==> config.mk <==
export PLATFORM = sky130hd
export DESIGN_NAME = ifu_fetch
export DESIGN_NICKNAME = d
export VERILOG_FILES = /design/src/rtl/ifu_fetch_pkg.sv /design/src/rtl/ifu_fetch_pc_reg.sv /design/src/rtl/ifu_fetch.sv
export SDC_FILE = /design/constraint.sdc
export NUM_CORES = 1
export LEC_CHECK = 0
export CORE_MARGIN = 3
export CORE_UTILIZATION = 30
export CTS_BUF_LIST = sky130_fd_sc_hd__clkbuf_2 sky130_fd_sc_hd__clkbuf_4 sky130_fd_sc_hd__clkbuf_8
export DETAILED_ROUTE_END_ITERATION = 7
export PLACE_DENSITY = 0.68
export SLEW_MARGIN = 20
export SYNTH_ARGS = -nofsm -noshare
export SYNTH_HDL_FRONTEND = slang
export SYNTH_SLANG_ARGS = --single-unit
==> constraint.sdc <==
create_clock -name clk -period 4.09 [get_ports clk]
set_input_delay 0.6135 -clock clk [delete_from_list [all_inputs] [get_ports clk]]
set_output_delay 0.6135 -clock clk [all_outputs]
set_load 0.03 [all_outputs]
==> src/rtl/ifu_fetch_pkg.sv <==
// Shared types and constants for the instruction fetch stage.
package ifu_fetch_pkg;

  localparam int unsigned CPU_WIDTH_DEF = 32;
  localparam logic [31:0] RESET_PC_DEF  = 32'h8000_0000;

  typedef enum logic [1:0] {
    IF_REQ  = 2'd0,
    IF_WAIT = 2'd1,
    IF_OUT  = 2'd2
  } if_state_e;

  function automatic logic pc_misaligned(input logic [1:0] pc_lsb);
    return pc_lsb != 2'b00;
  endfunction

endpackage

==> src/rtl/ifu_fetch_pc_reg.sv <==
// Architectural PC register: reset value, one-word advance, redirect override.
module ifu_fetch_pc_reg
  import ifu_fetch_pkg::*;
#(
  parameter int unsigned          CPU_WIDTH = CPU_WIDTH_DEF,
  parameter logic [CPU_WIDTH-1:0] RESET_PC  = CPU_WIDTH'(RESET_PC_DEF)
) (
  input  logic                 clk,
  input  logic                 rst,
  input  logic                 redirect_i,
  input  logic [CPU_WIDTH-1:0] redirect_pc_i,
  input  logic                 advance_i,
  output logic [CPU_WIDTH-1:0] pc_o
);

  logic [CPU_WIDTH-1:0] pc_d, pc_q;

  // Redirect outranks the sequential advance; the add wraps naturally.
  always_comb begin
    pc_d = pc_q;
    if (redirect_i) begin
      pc_d = redirect_pc_i;
    end else if (advance_i) begin
      pc_d = pc_q + CPU_WIDTH'(4);
    end
  end

  always_ff @(posedge clk) begin
    if (rst) begin
      pc_q <= RESET_PC;
    end else begin
      pc_q <= pc_d;
    end
  end

  assign pc_o = pc_q;

endmodule

==> src/rtl/ifu_fetch.sv <==
// Instruction fetch: one outstanding imem request, single-entry output buffer,
// redirects kill in-flight or buffered fetches.
module ifu_fetch
  import ifu_fetch_pkg::*;
#(
  parameter int unsigned          CPU_WIDTH = CPU_WIDTH_DEF,
  parameter logic [CPU_WIDTH-1:0] RESET_PC  = CPU_WIDTH'(RESET_PC_DEF)
) (
  input  logic                 clk,
  input  logic                 rst,
  input  logic                 redirect_valid,
  input  logic [CPU_WIDTH-1:0] redirect_pc,
  output logic                 imem_req_valid,
  input  logic                 imem_req_ready,
  output logic [CPU_WIDTH-1:0] imem_req_addr,
  input  logic                 imem_resp_valid,
  input  logic [CPU_WIDTH-1:0] imem_resp_data,
  output logic                 inst_valid,
  input  logic                 inst_ready,
  output logic [CPU_WIDTH-1:0] inst,
  output logic [CPU_WIDTH-1:0] inst_pc,
  output logic                 inst_fault,
  output if_state_e            dbg_state
);

  // Handshakes: a transfer happens on a rising edge where valid && ready.
  // imem_req_addr and the inst/inst_pc/inst_fault bundle stay stable while
  // their valid is high and ready is low; a redirect may still withdraw them.

  if_state_e            state_d, state_q;
  logic                 kill_d, kill_q;
  logic [CPU_WIDTH-1:0] inst_d, inst_q;
  logic [CPU_WIDTH-1:0] inst_pc_d, inst_pc_q;
  logic                 fault_d, fault_q;
  logic                 advance;
  logic [CPU_WIDTH-1:0] pc;

  ifu_fetch_pc_reg #(
    .CPU_WIDTH (CPU_WIDTH),
    .RESET_PC  (RESET_PC)
  ) u_pc_reg (
    .clk           (clk),
    .rst           (rst),
    .redirect_i    (redirect_valid),
    .redirect_pc_i (redirect_pc),
    .advance_i     (advance),
    .pc_o          (pc)
  );

  always_comb begin
    state_d        = state_q;
    kill_d         = kill_q;
    inst_d         = inst_q;
    inst_pc_d      = inst_pc_q;
    fault_d        = fault_q;
    advance        = 1'b0;
    imem_req_valid = 1'b0;
    case (state_q)
      IF_REQ: begin
        if (pc_misaligned(pc[1:0])) begin
          // A misaligned PC is never sent to memory; deliver a fault slot instead.
          if (!redirect_valid) begin
            state_d   = IF_OUT;
            inst_d    = '0;
            inst_pc_d = pc;
            fault_d   = 1'b1;
          end
        end else begin
          imem_req_valid = !rst;
          if (imem_req_ready) begin
            state_d = IF_WAIT;
            kill_d  = redirect_valid;
          end
        end
      end
      IF_WAIT: begin
        if (imem_resp_valid) begin
          kill_d = 1'b0;
          if (kill_q || redirect_valid) begin
            state_d = IF_REQ;
          end else begin
            state_d   = IF_OUT;
            inst_d    = imem_resp_data;
            inst_pc_d = pc;
            fault_d   = 1'b0;
          end
        end else if (redirect_valid) begin
          kill_d = 1'b1;
        end
      end
      IF_OUT: begin
        if (redirect_valid) begin
          state_d = IF_REQ;
        end else if (inst_ready) begin
          state_d = IF_REQ;
          advance = 1'b1;
        end
      end
      default: state_d = IF_REQ;
    endcase
  end

  always_ff @(posedge clk) begin
    if (rst) begin
      state_q   <= IF_REQ;
      kill_q    <= 1'b0;
      inst_q    <= '0;
      inst_pc_q <= '0;
      fault_q   <= 1'b0;
    end else begin
      state_q   <= state_d;
      kill_q    <= kill_d;
      inst_q    <= inst_d;
      inst_pc_q <= inst_pc_d;
      fault_q   <= fault_d;
    end
  end

  assign imem_req_addr = pc;
  assign inst_valid    = (state_q == IF_OUT) && !rst;
  assign inst          = inst_valid ? inst_q : '0;
  assign inst_pc       = inst_pc_q;
  assign inst_fault    = inst_valid && fault_q;
  assign dbg_state     = state_q;

endmodule

==> key figures <==
Status
  • Outcome: finished clean

Power and ir drop
  • Clock power share: 0.306
  • P_sw: 655 uW
  • Int Pwr: 1.53 mW
  • Net switching fraction of the power: 0.299
  • Comb power frac: 0.200
  • Sequential Power Share: 0.493
  • Pwr/cell area: 323 nW/um2
  • Worst vdd ir: 0.174 mV
  • P_leak: 2.20 nW

Yosys
  • Synth Area in Adders: 0.00266
  • Post-synth top area share: 0.426
  • FFs w/ async S/R, synth: 0
  • Syn Std Cell Area: 4700 um2
  • Net Count, Synth: 663
  • Synth Flop Type: dfxtp_1
  • Compound-cell area share of the yosys netlist: 0.242
  • Multiplexer share of the synthesized area: 0.00665
  • Post-Synthesis Cells: 592
  • Largest family of logic cells by synthesized area: simple AND/OR/NAND/NOR gates
  • Simple-gate share of the synthesized area: 0.257
  • Synth area leader: dfxtp_1
  • Distinct cells, synth: 52
  • Synth Area in XOR/XNOR: 0.0186
  • Synth Warn #: 0
  • Dominant cells by area after synthesis: dfxtp_1, o21ai_0, a21oi_1
  • Yosys reg bits: 100
  • Syn Area/Cell: 7.94 um2
  • Post-synthesis sequential area ratio: 0.426
  • Number of synthesized flops with an enable pin: 0

Clock network
  • Post-CTS Setup Bufs: 0
  • CTS Sinks: 100
  • Max Root-Sink Buffers: 2
  • Hold_buf cts: 0
  • CTS Root Cell: clkbuf_8
  • TritonCTS Buffers: 9
  • Cts repair resizes: 0
  • Worst-path clk slew: 0.10 ns
  • CTS tree: built
  • Later-pin clock latency in the skew report: 0.38 ns
  • H-tree depth: 3

Cells and area
  • Inserted Diodes: 0
  • Most common cell after layout, fill and taps aside: clkdlybuf4s50_1
  • Fin util: 0.444
  • Area Overhead vs Synth: 44.0%
  • Most frequent cells in the layout: clkdlybuf4s50_1, dfxtp_1, o21ai_0
  • Filler instances: 1577
  • Layout cell share with drive strength beyond 1: 0.0529
  • Nets@finish: 803

Floorplanning
  • Rows: 45
  • Die Y: 131 um
  • Core Region: 15300 um2
  • Die ar.: 17200 um2
  • Initial core utilization: 0.308
  • Io pins: 171
  • Die width: 131 um

Critical path
  • CP required: 3.48 ns
  • Crit path from: dbg_state[1]$_SDFFE_PP0P_
  • Worst r2r path cells: 5
  • R2R Setup Slk: 1.70 ns
  • Crit path launch type: flop
  • CP endpoint kind: primary output
  • Worst r2r dst: inst_pc[23]$_SDFFE_PP0P_
  • Critical path arrival: 2.36 ns
  • Critical Path End: inst_fault
  • Kind of critical path: flop to primary output
  • RR Startpoint: dbg_state[0]$_SDFFE_PP0P_
  • Crit Path Max Fanout: 34

Place
  • Port bufs: 170
  • Final HPWL DP: 10800 um
  • Placer Congestion: 0.783

Global routing
  • Initial antenna violation count: 0
  • First-pass GRT wire length: 25400 um
  • M1 GR Usage: 0.240
  • GRT Total Usage: 0.179
  • Largest net degree at the start of global routing: 56
  • Number of global-route vias before repair: 4660
  • Met2 Usage GRT: 0.275
  • Global route hottest layer: met2
  • Met3 Resource Use GR: 0.0609
  • GRT overflow: 0

STA
  • Final setup vio count: 0
  • Tightest Pin Transition: 0.863 ns
  • Clock Skews: 0.0130 ns
  • RSZ-0062 raised after global routing: false
  • Fin crit share: 0.728
  • Setup TNS: 0 ns
  • Slew margin rel.: 0.420
  • FMAX: 0.336 GHz
  • Final Max Tran Viols: 0
  • Fin. Hold Viols: 0
  • Minimum clock period: 2.98 ns

Route
  • DRC: 0
  • Vias per cell: 5.20
  • Wire length per cell: 16.6 um
  • Final ANT Viol Nets: 0
  • Initial DRC count: 307
  • DRT Pass-1 Iters: 5
  • Final wirelength: 15700 um
  • Routed vias: 4930

Worst hold path
  • HP Class: flop to flop

Flow run
  • Max-Cap Viols: 0
worst max-delay path, stage by stage, from the launching register on:
cell and delay (ns):
dfxtp_1 0.59, nand2b_1 0.14, nor2_2 0.10, buf_4 0.29
and2_1 0.19, clkdlybuf4s50_1 0.67
registers in the layout, summed over array words and instances, names as in the netlist:
name	count
dbg_state	2
fault_q	1
inst_pc	32
inst_q	32
kill_q	1
u_pc_reg.pc_o	32
logic make-up (layout without fill, tap and decap cells):
family / count (synthesis) / count (layout)
fa+ha+maj: 1 / 1
simple gates: 229 / 229
flops: 100 / 100
buf+inv: 57 / 202
mux: 3 / 3
compound gates: 192 / 192
xor+xnor: 10 / 10
power by group through the flow:
stage	sequential [mW]	combinational, mW	clock [mW]
global placement	1.10	0.437	0
floorplan	1.15	0.175	0
CTS	1.08	0.442	0.697
global route	1.09	0.476	0.729
detailed placement	1.10	0.440	0
finish	1.08	0.438	0.670
through the flow:
step	hold WS, ns	setup WS [ns]	std cells	area (um2)	power [mW]
after detailed placement	0.462	1.19	932	6560	1.54
after floorplan	0.449	1.63	592	4700	1.33
after global routing	0.493	0.941	948	6770	2.29
final	0.473	1.11	948	6770	2.19
after CTS	0.476	1.07	948	6770	2.22
after global placement	0.457	1.18	932	6560	1.54
worst min-delay path by stage:
stage	cells after the start	to	slack, ns	start
after floorplan	2	inst_q[0]$_SDFFE_PP0P_	0.45	inst_q[0]$_SDFFE_PP0P_
after global placement	2	inst_q[8]$_SDFFE_PP0P_	0.46	inst_q[8]$_SDFFE_PP0P_
after detailed placement	2	inst_q[25]$_SDFFE_PP0P_	0.46	inst_q[25]$_SDFFE_PP0P_
after CTS	2	inst_q[25]$_SDFFE_PP0P_	0.48	inst_q[25]$_SDFFE_PP0P_
after global routing	2	inst_q[27]$_SDFFE_PP0P_	0.49	inst_q[27]$_SDFFE_PP0P_
final	2	inst_q[25]$_SDFFE_PP0P_	0.47	inst_q[25]$_SDFFE_PP0P_
cell type report:
type                            count  area [um2]  area share
Timing Repair Buffer              182        1790       0.264
Sequential cell                   100        2000       0.296
Tap cell                          211         264      0.0390
Clock buffer                       13         166      0.0246
Inverter                            4        15.0     0.00222
Multi-Input combinational cell    435        2490       0.368
Clock inverter                      3        45.0     0.00665
synthesized netlist by cell type, types with 9 or more instances:
cell type  count
a211oi_1      12
a21oi_1       67
a311oi_1       9
and2_1        39
clkbuf_1      47
dfxtp_1      100
nand2_1       47
nand3_1       47
nand4_1       10
nor2_1        34
nor3_1        13
o21ai_0       71
or4_1          9
per-layer routing:
layer  vias up  part of all wire
met1      2296              0.45
met5         -                 0
met2       175              0.46
met4         0             0.019
li1       2441                 -
met3        18             0.078
No activity file was read; power rests on OpenSTA's default activity.
